### src/rtl/spi_slave_regbus.sv
// rtl/spi_slave_regbus.sv - SPI mode-0 slave that turns frames into register bus strobes
// Optional feature macro: SPI_SLAVE_ADDR_ECHO_EN (echo received address bits on spi_miso)
// Ports:
//   sys_clk, sys_rst   : system clock, synchronous active-high reset
//   spi_clk, spi_cs_n  : SPI SCLK (mode 0) and active-low chip select, asynchronous
//   spi_mosi, spi_miso : SPI data in / out, MSB first
//   bus_addr           : register address, held between strobes
//   bus_we, bus_wdata  : one-cycle write strobe with its data
//   bus_re, bus_rdata  : one-cycle read strobe; read data sampled 2 cycles later
//   frame_err          : one-cycle pulse when cs_n rises before a frame completes
module spi_slave_regbus #(
   parameter int ADDR_W       = 8,
   parameter int DATA_W       = 16,
   parameter int DUMMY_CYCLES = 8
) (
   input  logic              sys_clk,
   input  logic              sys_rst,
   input  logic              spi_clk,
   input  logic              spi_cs_n,
   input  logic              spi_mosi,
   output logic              spi_miso,
   output logic [ADDR_W-2:0] bus_addr,
   output logic              bus_we,
   output logic [DATA_W-1:0] bus_wdata,
   output logic              bus_re,
   input  logic [DATA_W-1:0] bus_rdata,
   output logic              frame_err
);
   localparam int MAX_AD  = (ADDR_W > DATA_W) ? ADDR_W : DATA_W;
   localparam int MAX_CNT = (MAX_AD > DUMMY_CYCLES) ? MAX_AD : DUMMY_CYCLES;
   localparam int CNT_W   = $clog2(MAX_CNT + 1);

   typedef enum logic [2:0] {IDLE, ADDR, DUMMY, DATA, DONE} state_t;
   state_t state, state_nx;

   // [1:0] is the two-flop synchronizer, [2] the history bit for edge detection
   logic [2:0] sclk_sync;
   logic [2:0] cs_sync;
   logic [1:0] mosi_sync;
   logic       sclk_rise, sclk_fall, cs_fall, cs_rise, mosi;

   logic [ADDR_W-1:0] addr_sr;
   logic [ADDR_W-1:0] addr_full;
   logic [DATA_W-1:0] rx_sr;
   logic [DATA_W-1:0] tx_sr;
   logic [CNT_W-1:0]  bit_cnt;
   logic              re_d1;
   logic              abort;
   logic              last_addr, last_dummy, last_data;

   assign sclk_rise  = sclk_sync[1] & ~sclk_sync[2];
   assign sclk_fall  = ~sclk_sync[1] & sclk_sync[2];
   assign cs_fall    = ~cs_sync[1] & cs_sync[2];
   assign cs_rise    = cs_sync[1] & ~cs_sync[2];
   assign mosi       = mosi_sync[1];
   // address as it will look once the bit on the current rise is shifted in
   assign addr_full  = {addr_sr[ADDR_W-2:0], mosi};
   assign last_addr  = (bit_cnt == CNT_W'(ADDR_W - 1));
   assign last_dummy = (bit_cnt == CNT_W'(DUMMY_CYCLES - 1));
   assign last_data  = (bit_cnt == CNT_W'(DATA_W - 1));

   always_ff @(posedge sys_clk) begin
      if (sys_rst) state <= IDLE;
      else         state <= state_nx;
   end

   always_comb begin
      state_nx = state;
      abort    = 1'b0;
      case (state)
         IDLE: if (cs_fall) state_nx = ADDR;
         ADDR: begin
            if (cs_rise) begin
               state_nx = IDLE;
               abort    = 1'b1;
            end else if (sclk_rise && last_addr) begin
               state_nx = (DUMMY_CYCLES == 0) ? DATA : DUMMY;
            end
         end
         DUMMY: begin
            if (cs_rise) begin
               state_nx = IDLE;
               abort    = 1'b1;
            end else if (sclk_rise && last_dummy) begin
               state_nx = DATA;
            end
         end
         DATA: begin
            if (cs_rise) begin
               state_nx = IDLE;
               abort    = 1'b1;
            end else if (sclk_rise && last_data) begin
               state_nx = DONE;
            end
         end
         DONE: if (cs_rise) state_nx = IDLE;
         default: state_nx = IDLE;
      endcase
   end

   always_ff @(posedge sys_clk) begin
      if (sys_rst) begin
         sclk_sync <= '0;
         cs_sync   <= '1;
         mosi_sync <= '0;
         addr_sr   <= '0;
         rx_sr     <= '0;
         tx_sr     <= '0;
         bit_cnt   <= '0;
         re_d1     <= 1'b0;
         spi_miso  <= 1'b0;
         bus_addr  <= '0;
         bus_wdata <= '0;
         bus_we    <= 1'b0;
         bus_re    <= 1'b0;
         frame_err <= 1'b0;
      end else begin
         sclk_sync <= {sclk_sync[1:0], spi_clk};
         cs_sync   <= {cs_sync[1:0], spi_cs_n};
         mosi_sync <= {mosi_sync[0], spi_mosi};
         bus_we    <= 1'b0;
         bus_re    <= 1'b0;
         frame_err <= abort;
         re_d1     <= bus_re;

         if (state_nx != state)
            bit_cnt <= '0;
         else if (sclk_rise && (state == ADDR || state == DUMMY || state == DATA))
            bit_cnt <= bit_cnt + CNT_W'(1);

         // bus_rdata is taken on the second edge after the one that raised bus_re
         if (re_d1) tx_sr <= bus_rdata;

         case (state)
            IDLE: begin
               spi_miso <= 1'b0;
               if (cs_fall) begin
                  addr_sr <= '0;
                  rx_sr   <= '0;
                  tx_sr   <= '0;
               end
            end
            ADDR: begin
               if (sclk_rise) begin
                  addr_sr <= addr_full;
                  // only reads that have dummy cycles to hide the bus latency fetch data
                  if (state_nx == DUMMY && addr_full[ADDR_W-1]) begin
                     bus_re   <= 1'b1;
                     bus_addr <= addr_full[ADDR_W-2:0];
                  end
               end
`ifdef SPI_SLAVE_ADDR_ECHO_EN
               if (sclk_fall) spi_miso <= addr_sr[0];
`else
               spi_miso <= 1'b0;
`endif
            end
            DUMMY: begin
`ifdef SPI_SLAVE_ADDR_ECHO_EN
               // the fall closing the last address bit lands here; echo it, then drive 0
               if (sclk_fall) spi_miso <= (bit_cnt == '0) ? addr_sr[0] : 1'b0;
`else
               spi_miso <= 1'b0;
`endif
            end
            DATA: begin
               if (sclk_fall) begin
                  spi_miso <= tx_sr[DATA_W-1];
                  tx_sr    <= {tx_sr[DATA_W-2:0], 1'b0};
               end
               if (sclk_rise) begin
                  rx_sr <= {rx_sr[DATA_W-2:0], mosi};
                  if (state_nx == DONE && !addr_sr[ADDR_W-1]) begin
                     bus_we    <= 1'b1;
                     bus_addr  <= addr_sr[ADDR_W-2:0];
                     bus_wdata <= {rx_sr[DATA_W-2:0], mosi};
                  end
               end
            end
            default: ;
         endcase
      end
   end
endmodule

### config.mk
export PLATFORM = sky130hd
export DESIGN_NAME = spi_slave_regbus
export DESIGN_NICKNAME = d
export VERILOG_FILES = /design/src/rtl/spi_slave_regbus.sv
export SDC_FILE = /design/constraint.sdc
export NUM_CORES = 1
export LEC_CHECK = 0
export CELL_PAD_IN_SITES_DETAIL_PLACEMENT = 0
export CELL_PAD_IN_SITES_GLOBAL_PLACEMENT = 1
export CORE_AREA = 2 2 91 93
export CTS_CLUSTER_SIZE = 24
export DETAILED_ROUTE_END_ITERATION = 7
export DIE_AREA = 0 0 93 95
export PLACE_DENSITY = 0.79
export SKIP_CTS_REPAIR_TIMING = 1
export SYNTH_ARGS = -nofsm -noshare
export SYNTH_HDL_FRONTEND = slang
export SYNTH_SLANG_ARGS = --single-unit
### constraint.sdc
create_clock -name sys_clk -period 4.1 [get_ports sys_clk]
set_input_delay 0.82 -clock sys_clk [delete_from_list [all_inputs] [get_ports sys_clk]]
set_output_delay 0.82 -clock sys_clk [all_outputs]
set_load 0.05 [all_outputs]
==> metrics.cfg <==
[outcome]
outcome = finished, final reports clean

[clock_tree]
clk_pin_slew_ns = 0.08
cts_buffer_depth = 2
cts_sinks = 83
cts_tree = built
root_buffer = clkbuf_8
insertion_delay_ns = 0.35
h-tree-depth = 3
numCtsBuffers = 9

[critical_path]
required_ns = 3.28
cp.arrival_ns = 1.52
path_delay_family = buffers and inverters
endpoint_kind = output pin
path_class = flip-flop to output pin
crit_path_start_kind = flip-flop
reg2reg_depth = 4
crit_chain = clkdlybuf4s50_1
critPathMaxFanout = 2
cp_slowest_cell = clkdlybuf4s50_1
r2r_end = tx_sr[15]
regToRegSetupSlack_ns = 1.85
max_stage_delay_ns = 0.81
cp_num_buf_inv = 1
r2r_start = state[1]

[sta]
holdWs_ns = 0.4138
worstMarginPinSlew_ns = 1.255
fmax_ghz = 0.4278
rsz0062_at_grt = false
min_period_over_period_pct = 57.01
clock_skew_ns = 0.007242
setup-violations-final = 0
fin_tns_setup_ns = 0
worst_slack_ns = 1.763
drv_slew = 0
slew_headroom_pct = 16.13
period_needed_ns = 2.337
hold_violations = 0

[logic_synthesis]
synthArstFlopShare_pct = 0
synth_seq_area_share_pct = 48.19
yosys-top-cells-count = 83 x dfxtp_1, 44 x nor2_1, 41 x mux2i_1
ys_seq_elements = 83
synthDominantCellAreaShare_pct = 48.19
ys.warnings.count = 0
syn_nets = 372
synth_edf_count = 0
synth_most_common_cell = dfxtp_1
synth.area.top_cells = dfxtp_1 48%, mux2i_1 12%, nor2_1 4.8%
synth_cells = 349
netlist_area_um2 = 3448
synth_area_leader_cell = dfxtp_1
syn_area_per_cell_um2 = 9.881
yosysUniqueCellTypes = 48
synthFlopType = dfxtp_1

[routing]
drcViolationCount = 0
postRouteAntennaNets = 0
wire_per_inst_um = 13.62
drtIter0Drc = 151
routed_via_density = 5.155
dr.pass1.iters = 4
drt-total-wl_mm = 6.768
via_count = 2562

[die]
initial_core_util_pct = 43.50
coreArea_um2 = 7928
die_h_um = 95
die-area_um2 = 8835
ioPinCount = 48
die_w_um = 93
rows = 33

[worst_hold_path]
hp-class = flip-flop to flip-flop
min_path_cells = 1
worstHoldEndpoint = cs_sync[1]
hp-start = cs_sync[0]

[grt]
grtUsageTotal_pct = 16.47
grt_pass1_wl_mm = 11.71
antenna_found_initial = 0
grt_overflow_total = 0
grt_pass1_vias = 2592
grt_max_degree = 71

[power]
power.switching_uw = 338.8
swShare_pct = 22.26
seq_power_share_pct = 53.5
ir_worst_vdd_mv = 0.1746
internal_power_uw = 1183
p_clk_share_pct = 42.7
power.share.combinational_pct = 3.9
p_leak_uw = 0.001459
power.density_cell_area_nw_per_um2 = 365.5

[placed_design]
place_ws_ns = 1.749
gp_congestion = 0.8351
placed_cells = 481
detailed_place_hpwl_mm = 4.391
numPortBuffers = 47

[final_layout]
antenna_cells = 0
layout-drive-gt1-share_pct = 10.97
instances_no_fill = 497
fin_util_pct = 52.51
syn_to_final_growth_pct = 20.72
final_nets = 410

[run]
maxCapViolCount = 0

-- sequential cells by signal, indices dropped and copies added, names as in the netlist --
| name | flops |
|---|---|
| sclk_sync | 3 |
| bus_we | 1 |
| bus_wdata | 16 |
| cs_sync | 3 |
| addr_sr | 8 |
| rx_sr | 15 |
| bus_re | 1 |
| mosi_sync | 2 |
| frame_err | 1 |
| spi_miso | 1 |
| bit_cnt | 5 |
| bus_addr | 7 |
| re_d1 | 1 |
| tx_sr | 16 |
| state | 3 |
-- placed cells by master, fill, tap and decap left out, types with 3 or more instances in the layout --
master	instances
mux2i_1	41
inv_1	3
or2_2	3
nand3_1	12
o21ai_1	9
a21oi_1	12
clkbuf_8	9
dfxtp_1	83
a22oi_1	17
nor4_1	5
nand2_1	29
o21ai_0	8
nor2_1	44
mux2_4	7
clkinvlp_4	3
clkdlybuf4s50_1	46
nor3_1	4
nor2b_1	14
-- how the worst max path moves through the flow --
stage	startpoint	endpoint	slack, ns	depth (start not counted)
after global routing	state[1]	tx_sr[12]	1.58	4
after detailed placement	sys_rst	tx_sr[2]	1.75	4
final	bus_wdata[7]	bus_wdata[7]	1.76	1
after floorplan	bit_cnt[0]	bus_addr[0]	2.11	8
after global placement	sys_rst	tx_sr[3]	1.77	4
after CTS	bus_wdata[7]	bus_wdata[7]	1.73	1
-- power by group through the flow --
stage | Clock [uW] | Combinational [uW] | Sequential, uW
after detailed placement | 0 | 58.8 | 832
after floorplan | 0 | 35.6 | 830
after global placement | 0 | 59.2 | 832
after global routing | 706 | 64.6 | 815
after CTS | 671 | 59.3 | 814
final | 649 | 58.8 | 813
-- cell families after synthesis --
logic type | Yosys count | share of synthesized area, %
DFF | 83 | 48.19
and+or+nand+nor | 132 | 20.17
buffers and inverters | 25 | 4.100
xor gates and xnor gates | 3 | 0.7621
AOI/OAI and AO/OA | 56 | 11.10
adders and majority gates | 2 | 0.7256
muxes | 48 | 14.95
-- metrics by stage --
step	instance area, um^2	power (uW)
6_report	4163	1522
2_1_floorplan	3448	865.8
3_5_place_dp	3939	891.3
5_1_grt	4163	1585
4_1_cts	4163	1543
3_3_place_gp	3939	891.6
-- metal layers --
layer  wire (um)  track usage [%]  vias up
li1            -                -     1295
met1        3465            21.92     1199
met2        2919            26.39       61
met3         302            3.911        7
met4          81            5.515        0
met5           0                0        -
-- cell type report --
type	count	area, um^2
repair buffers	49	480.5
flip-flops and latches	83	1662
clock inverters	7	100.1
well taps	105	131.4
inverters	3	11.26
multi-input cells	241	1654
clock buffers	9	123.9
fillers	753	3765
Note: power is estimated with default switching activity, not from simulation.
